## src/rtl/sync_fifo_prog.sv

```systemverilog
// Single-clock FIFO with registered occupancy/status, programmable almost-full/almost-empty,
// sticky overflow/underflow flags. Define SYNC_FIFO_FWFT_EN for first-word-fall-through reads.
module sync_fifo_prog #(
  parameter int WIDTH     = 10,
  parameter int DEPTH     = 32,
  parameter int AF_THRESH = 28,
  parameter int AE_THRESH = 4
) (
  input  logic                     clk,
  input  logic                     reset_n,
  input  logic                     wr,
  input  logic [WIDTH-1:0]         datain,
  input  logic                     rd,
  output logic [WIDTH-1:0]         dataout,
  output logic                     valid,
  input  logic                     clr_err,
  output logic                     full,
  output logic                     empty,
  output logic                     almost_full,
  output logic                     almost_empty,
  output logic [$clog2(DEPTH):0]   count,
  output logic                     overflow,
  output logic                     underflow
);

  localparam int ADDRW = $clog2(DEPTH);
  localparam logic [ADDRW:0] AF_CNT = AF_THRESH[ADDRW:0];
  localparam logic [ADDRW:0] AE_CNT = AE_THRESH[ADDRW:0];

  // Parameter sanity, caught at elaboration rather than in silicon.
  if ((DEPTH < 4) || ((DEPTH & (DEPTH - 1)) != 0)) begin : g_bad_depth
    $error("sync_fifo_prog: DEPTH must be a power of 2 and >= 4");
  end
  if ((AF_THRESH < 1) || (AF_THRESH > DEPTH)) begin : g_bad_af
    $error("sync_fifo_prog: AF_THRESH must be in 1..DEPTH");
  end
  if ((AE_THRESH < 0) || (AE_THRESH >= AF_THRESH)) begin : g_bad_ae
    $error("sync_fifo_prog: AE_THRESH must be >= 0 and < AF_THRESH");
  end

  logic [WIDTH-1:0] mem [DEPTH];

  logic [ADDRW:0] wr_ptr;
  logic [ADDRW:0] rd_ptr;
  logic [ADDRW:0] wr_ptr_nxt;
  logic [ADDRW:0] rd_ptr_nxt;
  logic [ADDRW:0] count_nxt;
  logic           full_nxt;
  logic           empty_nxt;
  logic           wr_acc;
  logic           rd_acc;

  // Accept decisions use the registered flags, i.e. the state before the edge.
  assign wr_acc = wr & ~full;
  assign rd_acc = rd & ~empty;

  always_comb begin
    wr_ptr_nxt = wr_ptr + {{ADDRW{1'b0}}, wr_acc};
    rd_ptr_nxt = rd_ptr + {{ADDRW{1'b0}}, rd_acc};
    count_nxt  = wr_ptr_nxt - rd_ptr_nxt;
    full_nxt   = (wr_ptr_nxt[ADDRW] != rd_ptr_nxt[ADDRW]) &&
                 (wr_ptr_nxt[ADDRW-1:0] == rd_ptr_nxt[ADDRW-1:0]);
    empty_nxt  = (wr_ptr_nxt == rd_ptr_nxt);
  end

  always_ff @(posedge clk or negedge reset_n) begin
    if (!reset_n) begin
      wr_ptr       <= '0;
      rd_ptr       <= '0;
      count        <= '0;
      full         <= 1'b0;
      empty        <= 1'b1;
      almost_full  <= 1'b0;
      almost_empty <= 1'b1;
    end else begin
      wr_ptr       <= wr_ptr_nxt;
      rd_ptr       <= rd_ptr_nxt;
      count        <= count_nxt;
      full         <= full_nxt;
      empty        <= empty_nxt;
      almost_full  <= (count_nxt >= AF_CNT);
      almost_empty <= (count_nxt <= AE_CNT);
    end
  end

  // Error flags: a new error in the same cycle wins over clr_err.
  always_ff @(posedge clk or negedge reset_n) begin
    if (!reset_n) begin
      overflow  <= 1'b0;
      underflow <= 1'b0;
    end else begin
      if (wr && full)   overflow <= 1'b1;
      else if (clr_err) overflow <= 1'b0;
      if (rd && empty)  underflow <= 1'b1;
      else if (clr_err) underflow <= 1'b0;
    end
  end

  // Data path storage carries no reset.
  always_ff @(posedge clk) begin
    if (wr_acc) mem[wr_ptr[ADDRW-1:0]] <= datain;
  end

`ifdef SYNC_FIFO_FWFT_EN
  // Head word is presented continuously; rd only acknowledges it.
  assign dataout = empty ? '0 : mem[rd_ptr[ADDRW-1:0]];
  assign valid   = ~empty;
`else
  always_ff @(posedge clk or negedge reset_n) begin
    if (!reset_n) begin
      dataout <= '0;
      valid   <= 1'b0;
    end else begin
      valid <= rd_acc;
      if (rd_acc) dataout <= mem[rd_ptr[ADDRW-1:0]];
    end
  end
`endif

endmodule
```

## config.mk

```make
export PLATFORM = sky130hd
export DESIGN_NAME = sync_fifo_prog
export DESIGN_NICKNAME = d
export VERILOG_FILES = /design/src/rtl/sync_fifo_prog.sv
export SDC_FILE = /design/constraint.sdc
export NUM_CORES = 1
export LEC_CHECK = 0
export CORE_ASPECT_RATIO = 1.75
export CORE_MARGIN = 2
export CORE_UTILIZATION = 30
export CTS_BUF_LIST = sky130_fd_sc_hd__clkbuf_8
export DETAILED_ROUTE_END_ITERATION = 6
export GPL_TIMING_DRIVEN = 0
export PLACE_DENSITY = 0.43
export SETUP_SLACK_MARGIN = 0.02
export SKIP_CTS_REPAIR_TIMING = 1
export SYNTH_ARGS = -nofsm -noshare
export SYNTH_HDL_FRONTEND = slang
export SYNTH_SLANG_ARGS = --single-unit
```

## constraint.sdc

```tcl
create_clock -name clk -period 3.25 [get_ports clk]
set_input_delay 0.325 -clock clk [delete_from_list [all_inputs] [get_ports clk]]
set_output_delay 0.325 -clock clk [all_outputs]
set_load 0.05 [all_outputs]
```

== Yosys cells after proc, flatten, opt, wreduce, memory -nomap -nowiden ==
Memories as Yosys holds them, arrays and structs flattened. A register that Yosys moved wholly into a read port is not among the register bits.
Cells that the tools add are included.

* Multiplexer cells: 5
* Bitwise operators: 4
* Reductions and logical operators: 6
* Shift-type cells: 0
* Order comparisons: 2
* Add/subtract/negate cells: 3
* Multiply operators: 0
* Divide/modulo/power cells: 0
* Equal/unequal tests: 3

{| class="wikitable"
|+ Operators with widths
! cell !! number
|-
| 6-bit by 1-bit adder with 6-bit output || 2
|-
| 6-bit equality test || 1
|-
| 6-bit by 5-bit >= comparator with 1-bit output (second input constant) || 1
|-
| 6-bit by 3-bit <= comparator with 1-bit output (second input constant) || 1
|-
| 6-bit subtractor || 1
|-
| 5-bit equality test || 1
|-
| 1-bit 2-to-1 mux || 5
|-
| 2-bit nonzero test || 2
|-
| 1-bit logical AND || 3
|-
| 1-bit bitwise AND || 2
|-
| 1-bit inverter || 2
|-
| 1-bit zero test || 1
|-
| 1-bit != test || 1
|}

* Bits in latches: 0
* Memory bits (writable): 320
* Bits in read-only memories: 0
* Register bits: 25
* Output and inout bits: 23
* Word-level logic and storage cells: 34
* Memories kept: 1

{| class="wikitable"
|+ Memory list
! memory !! depth !! width !! read ports !! clocked after memory_dff !! wr ports !! RTL line !! text
|-
| mem || 32 || 10 || 1 || 1 || 1 || 41 || <nowiki>logic [WIDTH-1:0] mem [DEPTH];</nowiki>
|}

== Depth between registers and ports, before layout ==
* Depth in word-level cells: 5
* Gate-level depth with buffers: 12

== Least setup slack after synthesis ==
Ideal clock, no wire load.

* Path kind: flip-flop to flip-flop
* Start: register empty
* End: register almost_full
* Arrival time: 2,938 ps
* Period minus slack after synthesis: 3,058 ps
* Path buffers: 1
* Slack: 192 ps
* Cell stages (with the launch flop): 13
* Library setup time: 120 ps
* Required time: 3,130 ps
* Cells stage by stage: dfstp_2 > nand2b_1 > clkbuf_1 > inv_1 > ha_1 > ha_1 > inv_1 > fa_1 > a21oi_1 > nor2_1 > o21a_1 > xor2_1 > a31o_2

* Longest elaborated chain between the ends: 5

{| class="wikitable"
|+ RTL lines
! item !! RTL line !! text
|-
| start, declared || 18 || <nowiki>output logic empty,</nowiki>
|-
| start signal, assigned || 80 || <nowiki>empty <= empty_nxt;</nowiki>
|-
| 1-bit inverter || 55 || <nowiki>assign rd_acc = rd & ~empty;</nowiki>
|-
| 1-bit bitwise AND || 55 ||
|-
| net rd_acc || 51 || <nowiki>logic rd_acc;</nowiki>
|-
| 6-bit by 1-bit adder with 6-bit output || 59 || <nowiki>rd_ptr_nxt = rd_ptr + {{ADDRW{1'b0}}, rd_acc};</nowiki>
|-
| net rd_ptr_nxt[1] || 46 || <nowiki>logic [ADDRW:0] rd_ptr_nxt;</nowiki>
|-
| 6-bit subtractor || 60 || <nowiki>count_nxt = wr_ptr_nxt - rd_ptr_nxt;</nowiki>
|-
| net count_nxt[4] || 47 || <nowiki>logic [ADDRW:0] count_nxt;</nowiki>
|-
| 6-bit by 5-bit >= comparator with 1-bit output || 81 || <nowiki>almost_full <= (count_nxt >= AF_CNT);</nowiki>
|-
| end signal, assigned || 81 ||
|-
| end, declared || 19 || <nowiki>output logic almost_full,</nowiki>
|}

The timed path passes the listed nets, and every way through them passes these cells.
A chain may end at the register's enable or synchronous reset.

== Final worst setup path ==
Ends and elaborated chain as after synthesis.

==> reports/qor.txt <==
Avg Vias per Cell: 4.72
relative contribution of sequential cells to total power: 39.5%
sum of net half-perimeters after detailed placement: 22800 um
first-iteration detailed-routing DRC count: 488
maximum fanout along the worst path: 10
power spent charging and discharging nets: 4.95 mW
post-synthesis area per instance: 21.5 um2
number of hold violations in the final report: 0
Tightest Pin Transition: 1380 ps
Remaining DRCs: 0
Worst Reg2Reg Path Length in Cells: 12
Worst Path Required: 3720 ps
number of instances on the worst hold path: 1
leading area contributor after synthesis: edfxtp_1
remaining global-route overflow: 0
minimum clock period after layout: 3020 ps
reg2reg end: almost_full
Clock Tree Root: clkbuf_8
Unique masters post-synth: 34
slowest stage delay, CP: 540 ps
most used flip-flop cell after synthesis: edfxtp_1
global-route wire length before repair: 48600 um
number of global-route vias before repair: 7210
setup slack of the worst register-to-register path: 230 ps
P_int: 9.40 mW
area growth from synthesis to layout: 15.0%
combined area of all synthesized cells: 13800 um2
Lkg Pwr: 5.10 nW
Arr. time, crit path: 3490 ps
fraction of post-synthesis cell area in the top cell type by area: 69.6%
largest cells by area after synthesis: edfxtp_1 (70%), mux4_2 (16%), dfrtp_1 (6.0%)
cts bufs inserted: 52
number of top-level pins: 38
core area: 45700 um2
register clock-pin slew on the reported worst setup and hold paths: 60 ps
Top cell by count, worst path: ha_1
commonest cells after routing, fill and taps aside: edfxtp_1 (320), mux4_2 (100), clkbuf_8 (56)
number of antenna violations at the first check in global routing: 1
Post-DRT Antenna Nets: 0
power share of the clock group: 23.3%
layout cell share with drive strength beyond 1: 26.5%
deepest level of the CTS H-tree: 2
GRT Util Overall: 14.1%
maximum clock insertion buffer count: 3
Final GP Congestion: 0.763
gate count of the mapped netlist: 643
cell area power density: 904 nW/um2
startpoint of the most critical register-to-register path: empty
Total Wirelength: 33200 um
critical path startpoint category: register
Post-synth EDFFs: 320
I/O Buffers: 37
Sinks on Clock Net: 355
startpoint-to-endpoint class of the critical path: reg2reg
Post-Syn Nets: 665
hold path startpoint: datain[2]
run status: finished clean
height of the chip: 288 um
overall die width: 166 um
switching share of power: 34.5%
worst supply voltage drop on vdd: 738 uV
tightest slew margin relative to the limit: 7.45%
number of nets in the final layout: 757
most common cell after layout, fill and taps aside: edfxtp_1
Site Rows: 104
post-DR wirelength/cell: 24.4 um
worst clock skew: 25.9 ps
sequential share of the synthesized area: 75.9%
ordered cell list for the critical path: nand2b_2 > buf_6 > inv_1 > ha_1 > ha_1 > inv_1 > ha_1 > a21oi_1 > o21bai_1 > a311oi_2 > xnor2_2 > a31o_2
initial core utilization: 30.2%
routed vias: 6419
setup_tns: 0 ps
Initial DRT Pass Iterations: 4
reported max-cap violation count: 0
maximum clock rate: 0.331 GHz
die area: 47800 um2
TritonCTS clock tree: done
async set-reset flop share out of synthesis: 9.86%
largest net degree at the start of global routing: 36
number of storage elements in the synthesis netlist: 355
Period Utilization, post-route: 92.9%
final setup violation count: 0
path class of the lowest-slack min-delay path: in2reg
Slowest cell on crit path: dfstp_2
Yosys warnings: 0
Final Max Slew Viols: 0
insertion delay of the later-clocked pin in the worst-skew pair: 600 ps
final-layout fill cell count: 4204
worst hold-check slack: 306 ps
RSZ-0062 raised after global routing: false
Worst setup EP type: register
portion of total power attributed to combinational logic: 37.1%
end point of the worst hold path: mem[29][2]
-- flip-flops by register name, indices dropped and copies added (netlist names) --
register / flops
almost_empty: 1
almost_full: 1
count: 6
dataout: 10
empty: 1
full: 1
mem: 320
overflow: 1
rd_ptr: 6
underflow: 1
valid: 1
wr_ptr: 6
-- cell type report --
class | count | area, um2 | share of cell area [%]
diodes | 1 | 2.50 | 0.0158
plain buffers | 32 | 190 | 1.20
clock buffers | 56 | 771 | 4.85
clock inverters | 38 | 195 | 1.23
inverters | 13 | 48.8 | 0.307
multi-input cells | 243 | 3110 | 19.6
flip-flops and latches | 355 | 10500 | 66.0
well taps | 583 | 729 | 4.59
repair buffers | 38 | 350 | 2.21
-- cells by family after synthesis --
family / Yosys count / synth area share, %
flops: 355 / 75.9
mux: 100 / 16.3
simple gates: 92 / 3.18
buf+inv: 45 / 1.68
compound gates: 30 / 1.24
xor+xnor: 14 / 0.996
fa+ha+maj: 7 / 0.688
-- power groups by stage --
| stage | clock, mW | sequential (mW) | combinational, mW |
|---|---|---|---|
| 3_5_place_dp | 0 | 5.78 | 5.42 |
| 2_1_floorplan | 0 | 6.15 | 3.21 |
| 6_report | 3.35 | 5.68 | 5.33 |
| 4_1_cts | 3.47 | 5.69 | 5.44 |
| 5_1_grt | 3.64 | 5.72 | 5.72 |
| 3_3_place_gp | 0 | 5.75 | 5.37 |
-- synth_stat cells, drive strengths merged, types with 2 or more instances --
cell type    n
buf         19
o21ai       13
clkbuf      13
or3b         2
nor2b       12
dfstp        2
a21oi       12
inv         13
xnor2        7
ha           6
nand2       18
edfxtp     320
xor2         7
dfrtp       33
mux4       100
nand3        7
nand3b       5
nor2        43
-- worst max-delay path by stage --
stage	end	cells after the start	slack, ps	start
floorplan	almost_full	12	190	empty
global placement	almost_full	13	-320	rd
detailed placement	almost_full	13	-360	rd
CTS	almost_full	12	-190	empty
global route	almost_full	12	70	full
finish	almost_full	12	230	empty
-- layer usage --
layer | global-route usage [%] | vias up | routed length [um]
li1 | - | 2802 | -
met1 | 15.4 | 3398 | 11900
met3 | 1.92 | 63 | 1370
met5 | 0 | - | 0
met4 | 5.75 | 0 | 1330
met2 | 27.3 | 156 | 18600
-- metrics by stage --
| stage | setup WS, ps | total power, mW | util, % | area, um2 | std cells |
|---|---|---|---|---|---|
| 6_report | 231 | 14.4 | 34.8 | 15900 | 1359 |
| 5_1_grt | 69.0 | 15.1 | 34.8 | 15900 | 1359 |
| 4_1_cts | -186 | 14.6 | 34.8 | 15900 | 1357 |
| 3_5_place_dp | -363 | 11.2 | 32.6 | 14900 | 1263 |
| 3_3_place_gp | -319 | 11.1 | 32.7 | 14900 | 1263 |
| 2_1_floorplan | 192 | 9.36 | - | 13800 | 643 |
-- worst max-delay path: cells and delay by family (launching register included) --
kind,cells,cell delay [ps]
and+or+nand+nor,1,160
AOI/OAI and AO/OA,4,930
adders and majority gates,3,830
buffers and inverters,3,300
DFF,1,540
xor gates and xnor gates,1,140
Power figures use the tool's default switching activity.
